--- src/rtl/instruction_fetch_stage_if.sv ---
// rtl/instruction_fetch_stage_if.sv - instruction memory request/response bus
interface instruction_fetch_stage_if;
    logic        imem_req;
    logic [31:0] imem_addr;
    logic        imem_ready;
    logic [31:0] imem_rdata;

    modport master (
        output imem_req,
        output imem_addr,
        input  imem_ready,
        input  imem_rdata
    );

    modport slave (
        input  imem_req,
        input  imem_addr,
        output imem_ready,
        output imem_rdata
    );
endinterface

--- src/rtl/instruction_fetch_stage.sv ---
// rtl/instruction_fetch_stage.sv - fetch stage with IF/ID register, freeze hold buffer and branch drain
module instruction_fetch_stage #(
    parameter logic [31:0] PC_RESET = 32'h0000_0000
) (
    input  logic                      clk,
    input  logic                      rst,
    input  logic                      freeze,
    input  logic                      branch_taken,
    input  logic [31:0]               branch_addr,
    instruction_fetch_stage_if.master imem,
    output logic                      if_valid,
    output logic [31:0]               if_pc,
    output logic [31:0]               if_instr
);
    typedef enum logic [1:0] {
        FETCH = 2'd0,
        HOLD  = 2'd1,
        DRAIN = 2'd2
    } state_t;

    state_t      state, state_next;
    logic [31:0] pc, pc_next;
    logic [31:0] target, target_next;
    logic [31:0] buf_instr, buf_instr_next;
    logic [31:0] buf_pc, buf_pc_next;
    logic        if_valid_next;
    logic [31:0] if_pc_next, if_instr_next;
    logic [31:0] pc_plus4;

    assign pc_plus4 = pc + 32'd4;

    // Outputs come only from registers (plus reset gating) so decode sees no input-to-output path.
    assign imem.imem_req  = !rst && (state != HOLD);
    assign imem.imem_addr = pc;

    always_ff @(posedge clk) begin
        if (rst) begin
            state     <= FETCH;
            pc        <= PC_RESET;
            target    <= 32'd0;
            buf_instr <= 32'd0;
            buf_pc    <= 32'd0;
            if_valid  <= 1'b0;
            if_pc     <= 32'd0;
            if_instr  <= 32'd0;
        end else begin
            state     <= state_next;
            pc        <= pc_next;
            target    <= target_next;
            buf_instr <= buf_instr_next;
            buf_pc    <= buf_pc_next;
            if_valid  <= if_valid_next;
            if_pc     <= if_pc_next;
            if_instr  <= if_instr_next;
        end
    end

    always_comb begin
        state_next     = state;
        pc_next        = pc;
        target_next    = target;
        buf_instr_next = buf_instr;
        buf_pc_next    = buf_pc;
        if_valid_next  = if_valid;
        if_pc_next     = if_pc;
        if_instr_next  = if_instr;

        case (state)
            FETCH: begin
                if (imem.imem_ready) begin
                    if (branch_taken) begin
                        pc_next       = branch_addr;
                        if_valid_next = 1'b0;
                    end else if (freeze) begin
                        // Word arrived while decode is stalled: park it instead of losing it.
                        buf_instr_next = imem.imem_rdata;
                        buf_pc_next    = pc_plus4;
                        pc_next        = pc_plus4;
                        state_next     = HOLD;
                    end else begin
                        if_valid_next = 1'b1;
                        if_pc_next    = pc_plus4;
                        if_instr_next = imem.imem_rdata;
                        pc_next       = pc_plus4;
                    end
                end else begin
                    if (branch_taken) begin
                        // Request cannot be withdrawn; remember the target until it completes.
                        target_next   = branch_addr;
                        if_valid_next = 1'b0;
                        state_next    = DRAIN;
                    end else if (!freeze) begin
                        if_valid_next = 1'b0;
                    end
                end
            end
            HOLD: begin
                if (branch_taken) begin
                    pc_next        = branch_addr;
                    if_valid_next  = 1'b0;
                    buf_instr_next = 32'd0;
                    buf_pc_next    = 32'd0;
                    state_next     = FETCH;
                end else if (!freeze) begin
                    if_valid_next = 1'b1;
                    if_pc_next    = buf_pc;
                    if_instr_next = buf_instr;
                    state_next    = FETCH;
                end
            end
            DRAIN: begin
                if_valid_next = 1'b0;
                if (branch_taken) begin
                    target_next = branch_addr;
                end
                if (imem.imem_ready) begin
                    pc_next    = branch_taken ? branch_addr : target;
                    state_next = FETCH;
                end
            end
            default: begin
                state_next    = FETCH;
                if_valid_next = 1'b0;
            end
        endcase
    end
endmodule

--- src/flat_wrapper.sv ---
// flat-port wrapper written by rule: the top's interface ports become plain ports
module instruction_fetch_stage_flat 
#(
    parameter logic [31:0] PC_RESET = 32'h0000_0000
)
  (clk, rst, freeze, branch_taken, branch_addr, if_valid, if_pc, if_instr, imem_imem_req, imem_imem_addr, imem_imem_ready, imem_imem_rdata);
  instruction_fetch_stage_if imem_i ();
  input  logic clk;
  input  logic rst;
  input  logic freeze;
  input  logic branch_taken;
  input  logic [31:0] branch_addr;
  output logic if_valid;
  output logic [31:0] if_pc;
  output logic [31:0] if_instr;
  output wire logic [$bits(imem_i.imem_req)-1:0] imem_imem_req;
  output wire logic [$bits(imem_i.imem_addr)-1:0] imem_imem_addr;
  input wire logic [$bits(imem_i.imem_ready)-1:0] imem_imem_ready;
  input wire logic [$bits(imem_i.imem_rdata)-1:0] imem_imem_rdata;
  assign imem_imem_req = imem_i.imem_req;
  assign imem_imem_addr = imem_i.imem_addr;
  assign imem_i.imem_ready = imem_imem_ready;
  assign imem_i.imem_rdata = imem_imem_rdata;
  instruction_fetch_stage #(.PC_RESET(PC_RESET)) u_core (.clk(clk), .rst(rst), .freeze(freeze), .branch_taken(branch_taken), .branch_addr(branch_addr), .imem(imem_i), .if_valid(if_valid), .if_pc(if_pc), .if_instr(if_instr));
endmodule
--- config.mk ---
export PLATFORM = sky130hd
export DESIGN_NAME = instruction_fetch_stage_flat
export DESIGN_NICKNAME = d
export VERILOG_FILES = /design/src/rtl/instruction_fetch_stage_if.sv /design/src/rtl/instruction_fetch_stage.sv /design/src/flat_wrapper.sv
export SDC_FILE = /design/constraint.sdc
export NUM_CORES = 1
export LEC_CHECK = 0
export BUFFER_PORTS_ARGS = -buffer_cell sky130_fd_sc_hd__buf_2
export CORE_UTILIZATION = 42
export CTS_CLUSTER_SIZE = 25
export DETAILED_ROUTE_END_ITERATION = 10
export PLACE_DENSITY = 0.62
export SLEW_MARGIN = 5
export SYNTH_ARGS = -nofsm -noshare
export SYNTH_HDL_FRONTEND = slang
export SYNTH_SLANG_ARGS = --single-unit
--- constraint.sdc ---
create_clock -name clk -period 3 [get_ports clk]
set_input_delay 0.6 -clock clk [delete_from_list [all_inputs] [get_ports clk]]
set_output_delay 0.6 -clock clk [all_outputs]
set_load 0.1 [all_outputs]
==> run summary <==
outcome = finished clean
via-per-instance ratio = 5.70
Cell Area, Synth = 9280 um2
grt ovf = 0
yosys warns = 0
synth top area cells = dfxtp_1, a21oi_1, nor2_1
Syn Area/Cell = 8.10 um2
clock buffer depth = 2
Die Height = 151 um
layout net count = 1334
R2R depth = 7
Fill cells = 2160
first-pass GRT wire length = 43200 um
R2R Path Start = u_core.state[1]
WL per Instance = 17.9 um
GR Util All Layers = 24.5%
cell leakage power = 4.36 nW
site row count = 54
Arrival @ worst endpoint = 2270 ps
Finished Cell Area = 11000 um2
clock sink total = 195
Synth Register Bits = 195
Fin. Hold Viols = 0
final setup vio count = 0
max_slew headroom = 44.0%
leading area contributor after synthesis = dfxtp_1
FMAX = 0.349 GHz
via count = 8853
initial core utilization = 42.7%
commonest cells in the netlist = dfxtp_1, a21oi_1, nor2_1, nand2_1, clkbuf_1
Die X = 151 um
clk_lat worst skew = 450 ps
CP Capture Type = output pin
Root Driver = clkbuf_16
Remaining DRCs = 0
DR top layer = met4
Setup Skew = 10.2 ps
number of flops mapped to enable cells by yosys = 0
Tmin final = 2870 ps
share of layout cells above drive strength 1 = 20.6%
Cells after Synth = 1145
area delta synth->final = 18.9%
CP startpoint = u_core.state[1]
RSZ-0062 raised after global routing = false
clock slew at reported path FFs = 80 ps
most common cell in the netlist = dfxtp_1
sequential fraction of the synthesis area = 42.1%
CTS Hold Bufs = 0
Final Wtd Congestion = 0.882
max-slew violations = 0
Synth top area share = 42.1%
metal2 WL = 11500 um
number of global-route vias before repair = 7698
Max-cap violations = 0
Setup CP Type = reg2out
worst-margin pin slew = 839 ps
hold_sp = branch_addr[5]
Final ANT Viol Nets = 0
final period utilization = 95.6%
IO Pins = 167
setup TNS = 0 ps
pin count of the biggest net entering global routing = 84
cell area power density = 620 nW/um2
TritonCTS clock tree = yes
routed length on met3 = 2050 um
Post-DP Area = 10400 um2
H-Tree Depth = 4
Hold Crit Depth = 3
Total Wirelength = 27800 um
Pre-antenna DRT Iters = 5
maximum vdd drop = 362 uV
Main synth FF type = dfxtp_1
net count after synthesis = 1219
Non-Filler Instances = 1554
post-DP HPWL = 18800 um
Required @ worst endpoint = 2400 ps
placed cells = 1521
Worst setup SP type = flip-flop
Metal-1 WL = 13900 um
starting DRC count in detailed routing = 761
initial antenna violation count = 1
CTS Buf Count = 17
Critical Path Fanout Max = 35
Die ar. = 22700 um2
core region area = 21800 um2
I/O Buffers = 166
Yosys cell types = 68
Async SR Flop Fraction = 0%
worst min-delay path class = in2reg
-- per-layer routing --
layer,global-route usage [%],vias up
li1,-,4373
met1,38.2,4139
met3,4.30,23
met5,0,-
met4,6.15,0
met2,33.9,318
-- through the flow --
step | setup slack, ps | util (%) | hold slack, ps | total power, mW
5_1_grt | 44.0 | 50.7 | 399 | 7.11
6_report | 132 | 50.7 | 395 | 6.83
4_1_cts | 86.1 | 50.7 | 386 | 6.86
2_1_floorplan | 76.4 | - | 431 | 4.13
3_3_place_gp | 207 | 47.9 | 438 | 4.53
3_5_place_dp | 129 | 47.9 | 442 | 4.54
-- what timing repair did --
| action | 4_1_cts | 5_1_grt |
|---|---|---|
| gates resized for setup | 0 | 1 |
| setup buffers | 0 | 0 |
| endpoints found under the setup margin | 0 | 10 |
-- flip-flops by register name (all words and copies together), names as in the netlist --
name,flops
u_core.target,32
u_core.if_valid,1
u_core.if_pc,32
u_core.if_instr,32
u_core.state,2
u_core.imem.imem_addr,32
u_core.buf_instr,32
u_core.buf_pc,32
-- power by group --
part	total (mW)	internal, mW	switching, mW
clock network	2.34	1.14	1.20
logic	1.62	0.397	1.23
registers	2.87	2.72	0.149
-- worst max-delay path: stages (launching register included) --
cell and delay (ps):
dfxtp_1 430, inv_1 120, ha_4 340, buf_4 290, nor2_2 180, buf_2 450
-- cell type report --
cell class | instances | area, um2 | area share (%)
clock inverter | 15 | 176 | 1.60
timing repair buffer | 204 | 1170 | 10.6
tap | 280 | 350 | 3.18
sequential | 195 | 3900 | 35.4
inverter | 12 | 45.0 | 0.408
antenna | 1 | 2.50 | 0.0227
multi-input combinational | 830 | 4960 | 45.0
clock buffer | 17 | 425 | 3.86
-- placed cells by master, fill, tap and decap left out, types with 4 or more instances in the layout --
cell	Yosys	final
nand2_1	121	121
nor3_1	17	16
dfxtp_1	195	195
o21ai_0	45	45
buf_4	0	35
a211oi_1	48	48
ha_1	5	4
a221oi_1	9	9
or3_1	8	8
nand4_1	14	14
nor2b_1	6	6
a22o_1	6	6
o22ai_1	7	7
mux2i_1	44	44
xnor2_1	14	14
o211ai_1	4	4
a31oi_1	12	12
inv_8	0	7
buf_2	11	165
inv_1	12	11
and3_1	43	43
a22oi_1	26	26
o31ai_1	4	4
nor2_1	123	122
a221o_1	6	6
clkbuf_16	0	17
nor4_1	13	13
nand3_1	47	47
a21o_1	5	5
nand2b_1	7	7
a21oi_1	126	126
buf_12	0	4
xor2_1	8	8
-- kinds of logic (layout without fill, tap and decap cells) --
logic type,count (synthesis),in the layout,share of synthesized area [%]
AND/OR/NAND/NOR,425,425,22.2
AO/OA/AOI/OAI,333,333,23.0
flip-flops,195,195,42.1
buffers and inverters,120,248,5.10
multiplexers,45,45,4.87
XOR/XNOR,22,22,2.08
adder cells (fa/ha/maj),5,5,0.674
other,0,1,0
-- final timing paths --
path / to / slack [ps]
min: u_core.target[5] / 390
min reg2reg: u_core.if_pc[22] / 450
max reg2reg: u_core.if_pc[28] / 320
max: imem_imem_req / 130
No activity file was read; power rests on OpenSTA's default activity.
